**src/rtl/cr_prefix_fe_bcnt_pkg.sv**
```systemverilog
// cr_prefix_fe_bcnt_pkg: shared types, FIFO sizing defaults and saturating add for the byte counter front-end
package cr_prefix_fe_bcnt_pkg;
  localparam int FE_CTR_DEPTH = 4;
  localparam int FE_CTR_AFULL = 3;
  typedef struct packed {
    logic [63:0] tdata;
  } tlvp_if_bus_t;
  typedef struct packed {
    logic [11:0] byte_cnt;
    logic [11:0] zero_cnt;
  } fe_ctr_rec_t;
  function automatic logic [11:0] sat_add12(input logic [11:0] a, input logic [3:0] b);
    logic [12:0] s;
    s = {1'b0, a} + {9'd0, b};
    return s[12] ? 12'hFFF : s[11:0];
  endfunction
endpackage

```
**src/rtl/cr_prefix_fe_fifo.sv**
```systemverilog
// cr_prefix_fe_fifo: single-clock record FIFO with full/afull/empty flags and sticky drop flag
module cr_prefix_fe_fifo
  import cr_prefix_fe_bcnt_pkg::*;
#(
  parameter int DEPTH = FE_CTR_DEPTH,
  parameter int AFULL = FE_CTR_AFULL
) (
  input  logic        clk,
  input  logic        rst,
  input  logic        wr,
  input  logic        rd,
  input  fe_ctr_rec_t din,
  output fe_ctr_rec_t dout,
  output logic        empty,
  output logic        full,
  output logic        afull,
  output logic        ovfl
);
  localparam int PW = DEPTH > 1 ? $clog2(DEPTH) : 1;
  localparam int CW = $clog2(DEPTH + 1);
  fe_ctr_rec_t   mem_q [DEPTH];
  fe_ctr_rec_t   mem_d [DEPTH];
  logic [PW-1:0] wp_q, wp_d, rp_q, rp_d;
  logic [CW-1:0] cnt_q, cnt_d;
  logic          ovfl_q, ovfl_d;
  logic          push, pop;
  assign empty = cnt_q == '0;
  assign full  = cnt_q == CW'(DEPTH);
  assign afull = cnt_q >= CW'(AFULL);
  assign ovfl  = ovfl_q;
  assign dout  = mem_q[rp_q];
  always_comb begin
    pop   = rd && !empty;
    push  = wr && (!full || pop);
    mem_d = mem_q;
    if (push) mem_d[wp_q] = din;
    wp_d   = push ? (wp_q == PW'(DEPTH - 1) ? '0 : wp_q + 1'b1) : wp_q;
    rp_d   = pop ? (rp_q == PW'(DEPTH - 1) ? '0 : rp_q + 1'b1) : rp_q;
    cnt_d  = cnt_q + CW'(push) - CW'(pop);
    ovfl_d = ovfl_q || (wr && !push);
  end
  always_ff @(posedge clk) begin
    if (rst) begin
      mem_q  <= '{default: '0};
      wp_q   <= '0;
      rp_q   <= '0;
      cnt_q  <= '0;
      ovfl_q <= 1'b0;
    end else begin
      mem_q  <= mem_d;
      wp_q   <= wp_d;
      rp_q   <= rp_d;
      cnt_q  <= cnt_d;
      ovfl_q <= ovfl_d;
    end
  end
endmodule

```
**src/rtl/cr_prefix_fe_bcnt.sv**
```systemverilog
// cr_prefix_fe_bcnt: per-block byte/zero-byte counter with a hold register fanned out into four record FIFOs
module cr_prefix_fe_bcnt
  import cr_prefix_fe_bcnt_pkg::fe_ctr_rec_t;
  import cr_prefix_fe_bcnt_pkg::tlvp_if_bus_t;
  import cr_prefix_fe_bcnt_pkg::sat_add12;
#(
  parameter int FE_CTR_DEPTH = cr_prefix_fe_bcnt_pkg::FE_CTR_DEPTH,
  parameter int FE_CTR_AFULL = cr_prefix_fe_bcnt_pkg::FE_CTR_AFULL
) (
  input  logic         clk,
  input  logic         rst,
  input  tlvp_if_bus_t ibc_data_tlv,
  input  logic [7:0]   ibc_data_vbytes,
  input  logic [1:0]   ibc_blk_sel,
  input  logic         ibc_ctr_reload,
  input  logic         ibc_ctr_1_wr,
  input  logic         ibc_ctr_2_wr,
  input  logic         ibc_ctr_3_wr,
  input  logic         ibc_ctr_4_wr,
  output logic         fe_ctr_1_ib_full,
  output logic         fe_ctr_2_ib_full,
  output logic         fe_ctr_3_ib_full,
  output logic         fe_ctr_4_ib_full,
  output logic         fe_ctr_1_ib_afull,
  output logic         fe_ctr_2_ib_afull,
  output logic         fe_ctr_3_ib_afull,
  output logic         fe_ctr_4_ib_afull,
  input  logic         fe_ctr_1_rd,
  input  logic         fe_ctr_2_rd,
  input  logic         fe_ctr_3_rd,
  input  logic         fe_ctr_4_rd,
  output logic         fe_ctr_1_empty,
  output logic         fe_ctr_2_empty,
  output logic         fe_ctr_3_empty,
  output logic         fe_ctr_4_empty,
  output fe_ctr_rec_t  fe_ctr_1_data,
  output fe_ctr_rec_t  fe_ctr_2_data,
  output fe_ctr_rec_t  fe_ctr_3_data,
  output fe_ctr_rec_t  fe_ctr_4_data,
  output logic         fe_ctr_1_ovfl,
  output logic         fe_ctr_2_ovfl,
  output logic         fe_ctr_3_ovfl,
  output logic         fe_ctr_4_ovfl
);
  logic [11:0] accb_q, accb_d, accz_q, accz_d, sb, sz;
  fe_ctr_rec_t hold_q, hold_d;
  logic [3:0]  nb, nz, wr_v, rd_v, empty_v, full_v, afull_v, ovfl_v;
  fe_ctr_rec_t dout_v [4];
  logic        unused_blk_sel;
  assign unused_blk_sel = ^ibc_blk_sel;
  always_comb begin
    nb = '0;
    nz = '0;
    for (int i = 0; i < 8; i++) begin
      nb = nb + 4'(ibc_data_vbytes[i]);
      nz = nz + 4'(ibc_data_vbytes[i] && ibc_data_tlv.tdata[8*i +: 8] == 8'h00);
    end
    sb     = sat_add12(accb_q, nb);
    sz     = sat_add12(accz_q, nz);
    accb_d = ibc_ctr_reload ? '0 : sb;
    accz_d = ibc_ctr_reload ? '0 : sz;
    hold_d = ibc_ctr_reload ? {sb, sz} : hold_q;
  end
  always_ff @(posedge clk) begin
    if (rst) begin
      accb_q <= '0;
      accz_q <= '0;
      hold_q <= '0;
    end else begin
      accb_q <= accb_d;
      accz_q <= accz_d;
      hold_q <= hold_d;
    end
  end
  assign wr_v = {ibc_ctr_4_wr, ibc_ctr_3_wr, ibc_ctr_2_wr, ibc_ctr_1_wr};
  assign rd_v = {fe_ctr_4_rd, fe_ctr_3_rd, fe_ctr_2_rd, fe_ctr_1_rd};
  for (genvar g = 0; g < 4; g++) begin : g_fifo
    cr_prefix_fe_fifo #(
      .DEPTH(FE_CTR_DEPTH),
      .AFULL(FE_CTR_AFULL)
    ) u_fifo (
      .clk  (clk),
      .rst  (rst),
      .wr   (wr_v[g]),
      .rd   (rd_v[g]),
      .din  (hold_q),
      .dout (dout_v[g]),
      .empty(empty_v[g]),
      .full (full_v[g]),
      .afull(afull_v[g]),
      .ovfl (ovfl_v[g])
    );
  end
  assign {fe_ctr_4_ib_full, fe_ctr_3_ib_full, fe_ctr_2_ib_full, fe_ctr_1_ib_full} = full_v;
  assign {fe_ctr_4_ib_afull, fe_ctr_3_ib_afull, fe_ctr_2_ib_afull, fe_ctr_1_ib_afull} = afull_v;
  assign {fe_ctr_4_empty, fe_ctr_3_empty, fe_ctr_2_empty, fe_ctr_1_empty} = empty_v;
  assign {fe_ctr_4_ovfl, fe_ctr_3_ovfl, fe_ctr_2_ovfl, fe_ctr_1_ovfl} = ovfl_v;
  assign fe_ctr_1_data = dout_v[0];
  assign fe_ctr_2_data = dout_v[1];
  assign fe_ctr_3_data = dout_v[2];
  assign fe_ctr_4_data = dout_v[3];
endmodule

```
**config.mk**
```make
export PLATFORM = sky130hd
export DESIGN_NAME = cr_prefix_fe_bcnt
export DESIGN_NICKNAME = d
export VERILOG_FILES = /design/src/rtl/cr_prefix_fe_bcnt_pkg.sv /design/src/rtl/cr_prefix_fe_fifo.sv /design/src/rtl/cr_prefix_fe_bcnt.sv
export SDC_FILE = /design/constraint.sdc
export NUM_CORES = 1
export LEC_CHECK = 0
export CELL_PAD_IN_SITES_DETAIL_PLACEMENT = 0
export CELL_PAD_IN_SITES_GLOBAL_PLACEMENT = 1
export CORE_ASPECT_RATIO = 0.6
export CORE_MARGIN = 5
export CORE_UTILIZATION = 46
export CTS_CLUSTER_SIZE = 8
export DETAILED_ROUTE_END_ITERATION = 8
export DONT_BUFFER_PORTS = 1
export PLACE_DENSITY = 0.87
export SYNTH_ARGS = -nofsm -noshare
export SYNTH_HDL_FRONTEND = slang
export SYNTH_HIERARCHICAL = 1
export SYNTH_SLANG_ARGS = --single-unit
```
**constraint.sdc**
```tcl
create_clock -name clk -period 5.4 [get_ports clk]
set_input_delay 1.35 -clock clk [delete_from_list [all_inputs] [get_ports clk]]
set_output_delay 1.35 -clock clk [all_outputs]
set_load 0.01 [all_outputs]
```
==> summary.md, run 1 <==
| Metric | Value |
|---|---|
| Reg power frac | `0.429` |
| Overall fraction of global-route tracks in use | `0.202` |
| Arrival time worst endpoint | `5.33 ns` |
| Part of the power in combinational logic | `0.151` |
| Max Fanout on Critical Path | `6` |
| Mean Syn Cell Area | `10.9 um2` |
| Count of flip-flops with a built-in enable after synthesis | `0` |
| Top cell family by delay on the critical path | `adder cells` |
| Type of element capturing the critical path | `flip-flop` |
| Total setup buffers inserted after CTS | `0` |
| Area taken by flip-flops and latches | `9290 um2` |
| Antenna violations before repair | `2` |
| Worst supply voltage drop on vdd | `0.187 mV` |
| Cell-by-cell listing of the critical path | `or4_1 > nor4_1 > buf_4 > fa_1 > inv_1 > fa_1 > inv_1 > fa_1 > inv_1 > fa_1 > inv_1 > fa_1 > a21o_1 > a21oi_2 > buf_4 > nor3_1 > mux2i_1 > o22ai_1` |
| Number of gates resized after cts | `0` |
| Die Span Y | `178 um` |
| # DRC | `0` |
| Post-Syn Area | `21,600 um2` |
| Die ar. | `51,600 um2` |
| Number of cells produced by synthesis | `1,987` |
| Die outline width | `290 um` |
| Clock sink count | `464` |
| Result of the run | `complete, no violations` |
| CTS Buf Count | `67` |
| Count of buffers inserted at the top-level ports | `0` |
| Internal power summed over all cells | `6.41 mW` |
| Vias per Instance | `5.58` |
| Type of the worst setup path | `input port to flip-flop` |
| Worst-skew pair later-pin latency | `0.58 ns` |
| Max Cap Viol | `0` |
| Placeable core region | `46,400 um2` |
| Final Slew Violations | `0` |
| Starting density of the core | `0.466` |
| Count of antenna diodes in the layout | `0` |
| Register-to-register setup slack | `1.53 ns` |
| Worst min-delay path category | `flip-flop to flip-flop` |
| Async set-or-reset flop fraction in the synthesized netlist | `0` |
| Number of buffers on the longest clock path | `3` |
| Via count of the first global-routing pass | `14,400` |
| Crit path required time | `5.84 ns` |
| Part of the Yosys area used for sequential elements | `0.429` |
| Final estimated routing congestion in global placement | `0.794` |
| CTS H-Tree Depth | `3` |
| Drt pass-1 iters | `6` |
| Count of different cell masters after synthesis | `72` |
| Share of layout cells above drive strength 1 | `0.122` |
| # rows | `61` |
| CTS hold repair buffers | `0` |
| Power density normalized to cell area | `375 nW/um2` |
| Leakage power figure | `9.71 nW` |
| Kind of start point of the critical path | `input port` |
| Total I/O pin count | `197` |
| Net switching share of the total power | `0.272` |
| Endpoint of the worst setup timing path | `hold_q[10]` |
| Final-layout setup total negative slack | `0 ns` |
| Multi-input gate area in the final layout | `11,300 um2` |
| Switching power | `2.40 mW` |
| DR vias | `14,300` |
| Cell seen most often among critical-path stages | `sky130_fd_sc_hd__fa_1` |
| Largest net degree at the start of global routing | `302` |
| Number of hold violations in the final report | `0` |
| Final worst-path cycle share | `0.905` |
| Violation count after the first detailed-routing iteration | `1,057` |
| Launch point of the worst path | `ibc_data_tlv[50]` |
| Total design power | `8.81 mW` |
| Worst flop-to-flop path startpoint | `accz_q[0]` |
| Share of total power in the clock network | `0.420` |
| Clock input transition at the sequential cells of the worst setup and hold paths | `0.05 ns` |
| Top flip-flop cell by instance count after synthesis | `sky130_fd_sc_hd__dfxtp_1` |
| Antenna viol nets, final | `0` |
| Post-Syn Nets | `2,127` |
| Number of endpoints failing setup at the final stage | `0` |
| CTS tree | `yes` |
| Stages on worst setup path | `18` |
| Worst slew margin relative to its limit | `0.124` |
| Worst R2R Path Depth | `15` |
| Crit-path max cell delay | `0.53 ns` |
| Clock skew | `0.0187 ns` |
| Reg-to-Reg End | `hold_q[10]` |
| First-pass GRT wire length | `82.8 mm` |
| Gr ovfl total | `0` |
| Total half-perimeter wirelength after legalization and detailed placement | `34.6 mm` |
| Setup repair after global routing missed its margin | `false` |
| Critical path buffers and inverters | `6` |
| Yosys synthesis warning count | `6` |
| Average routed wire per standard cell | `20.8 um` |
| Count of filler cells inserted in the layout | `4,074` |
| Root cell of the clock tree | `sky130_fd_sc_hd__clkbuf_16` |
| NumNets Final | `2,073` |
| Synthesis-to-finish area growth | `8.52%` |
| Final WL | `53.5 mm` |
| Final period demand of the worst path | `4.88 ns` |
| Max Freq | `205 MHz` |
| Cell with the largest stage delay on the worst path | `sky130_fd_sc_hd__fa_1` |
| Flop and latch count out of synthesis | `464` |
| Pin slew with the least headroom to its limit | `1.31 ns` |
==> synthesized netlist by cell type (all sizes together) (3+ instances only) <==
master / count / area share
mux2i: 391 / 0.18
nand2b: 255 / 0.074
o22ai: 6 / 0.0020
buf: 74 / 0.029
mux4: 96 / 0.10
a21oi: 23 / 0.0055
or4b: 4 / 0.0025
ha: 41 / 0.024
inv: 37 / 0.0064
nand3: 32 / 0.0096
o211ai: 3 / 0.0010
a211oi: 12 / 0.0049
or3: 5 / 0.0014
o21ai: 15 / 0.0035
o31ai: 5 / 0.0017
xor2: 7 / 0.0028
a31oi: 5 / 0.0014
clkbuf: 67 / 0.012
o21a: 3 / 0.0010
nor3b: 5 / 0.0017
nand4: 5 / 0.0021
a311oi: 3 / 0.0012
nor3: 19 / 0.0049
nand2: 260 / 0.045
o32ai: 3 / 0.0012
nand4b: 5 / 0.0020
nor2: 61 / 0.011
and3: 15 / 0.0062
nor4: 10 / 0.0029
a21o: 7 / 0.0024
dfxtp: 464 / 0.43
fa: 14 / 0.013
nor2b: 8 / 0.0027
==> sequential cells by signal, indices dropped and copies added, names as in the netlist <==
register and cells:
accz_q 12, g_fifo.u_fifo/wp_q 8, g_fifo.u_fifo/mem_q 384, hold_q 24, g_fifo.u_fifo/ovfl 4, accb_q 12, g_fifo.u_fifo/cnt_q 12, g_fifo.u_fifo/rp_q 8
==> worst min path at each step <==
stage,from,end,slack (ns),cells past startpoint
after floorplan,g_fifo[2].u_fifo/mem_q[16],g_fifo[2].u_fifo/mem_q[16],0.43,2
after global placement,g_fifo[2].u_fifo/mem_q[16],g_fifo[2].u_fifo/mem_q[16],0.44,2
after detailed placement,g_fifo[3].u_fifo/mem_q[17],g_fifo[3].u_fifo/mem_q[17],0.45,2
after CTS,g_fifo[3].u_fifo/mem_q[17],g_fifo[3].u_fifo/mem_q[17],0.45,2
after global routing,g_fifo[2].u_fifo/mem_q[18],g_fifo[2].u_fifo/mem_q[18],0.47,2
final,g_fifo[3].u_fifo/mem_q[30],g_fifo[3].u_fifo/mem_q[30],0.45,2
==> power groups by stage <==
stage / logic (mW) / clock network, mW / registers (mW)
detailed placement: 1.35 / 0 / 3.85
CTS: 1.35 / 3.79 / 3.78
finish: 1.33 / 3.70 / 3.78
global route: 1.46 / 3.93 / 3.80
global placement: 1.31 / 0 / 3.84
floorplan: 1.21 / 0 / 3.72
==> metrics by stage <==
stage	util	cell area, um2	setup slack [ns]	std cells	hold slack, ns
after floorplan	-	21600	0.138	1987	0.432
after global placement	0.467	21700	-0.0468	2494	0.439
after detailed placement	0.467	21700	-0.0525	2494	0.445
after CTS	0.506	23500	0.558	2568	0.454
after global routing	0.506	23500	0.210	2568	0.465
final	0.506	23500	0.515	2568	0.455
==> cell usage in the layout, fill, tap and decap left out, drive strengths merged, types with 4 or more instances in the layout <==
cell,n
nand4b,5
or3,5
o31ai,5
nor3b,5
nor3,19
dfxtp,464
a211oi,12
nor2,61
clkinv,4
inv,39
or4b,4
and3,15
buf,20
o21ai,15
ha,41
clkbuf,69
nand4,5
nand2b,255
nor4,10
xor2,7
nand2,260
nand3,32
a21o,7
a21oi,23
nor2b,8
mux2i,391
mux4,96
fa,14
o22ai,6
a31oi,5
==> kinds of logic (layout without fill, tap and decap cells) <==
logic type,Yosys count,in the layout,synth area share
AOI/OAI and AO/OA,96,96,0.0310
DFF,464,464,0.429
adders and majority gates,55,55,0.0367
buffers and inverters,181,132,0.0480
muxes,488,488,0.281
and+or+nand+nor,694,694,0.170
xor gates and xnor gates,9,9,0.00364
==> per-layer routing <==
layer  GRT usage  part of all wire
met1       0.279              0.47
met2       0.322              0.46
met3      0.0445             0.047
met4      0.0601             0.024
met5           0           0.00024
==> worst reg2reg max path, delay by kind of cell, from the launching register on <==
family | cells | cell delay, ns
AND/OR/NAND/NOR | 1 | 0.23
AO/OA/AOI/OAI | 3 | 0.31
buffers and inverters | 5 | 0.43
adder cells (fa/ha/maj) | 5 | 2.21
multiplexers | 1 | 0.25
flip-flops | 1 | 0.32
==> area by class of cell <==
class / count / area share
Multi-Input combinational cell: 1342 / 0.482
Timing Repair Buffer: 20 / 0.00693
Sequential cell: 464 / 0.396
Inverter: 38 / 0.00618
Tap cell: 630 / 0.0336
Clock inverter: 5 / 0.00250
Clock buffer: 69 / 0.0735
(Power assumes the default switching activity.)
==> run 2: changes to the inputs <==
- ABC_CLOCK_PERIOD_IN_PS: unset -> 5400
- GPL_ROUTABILITY_DRIVEN: unset -> 1
==> results of run 2 <==
Final layout, timing and power as in run 1 (identical DEF).
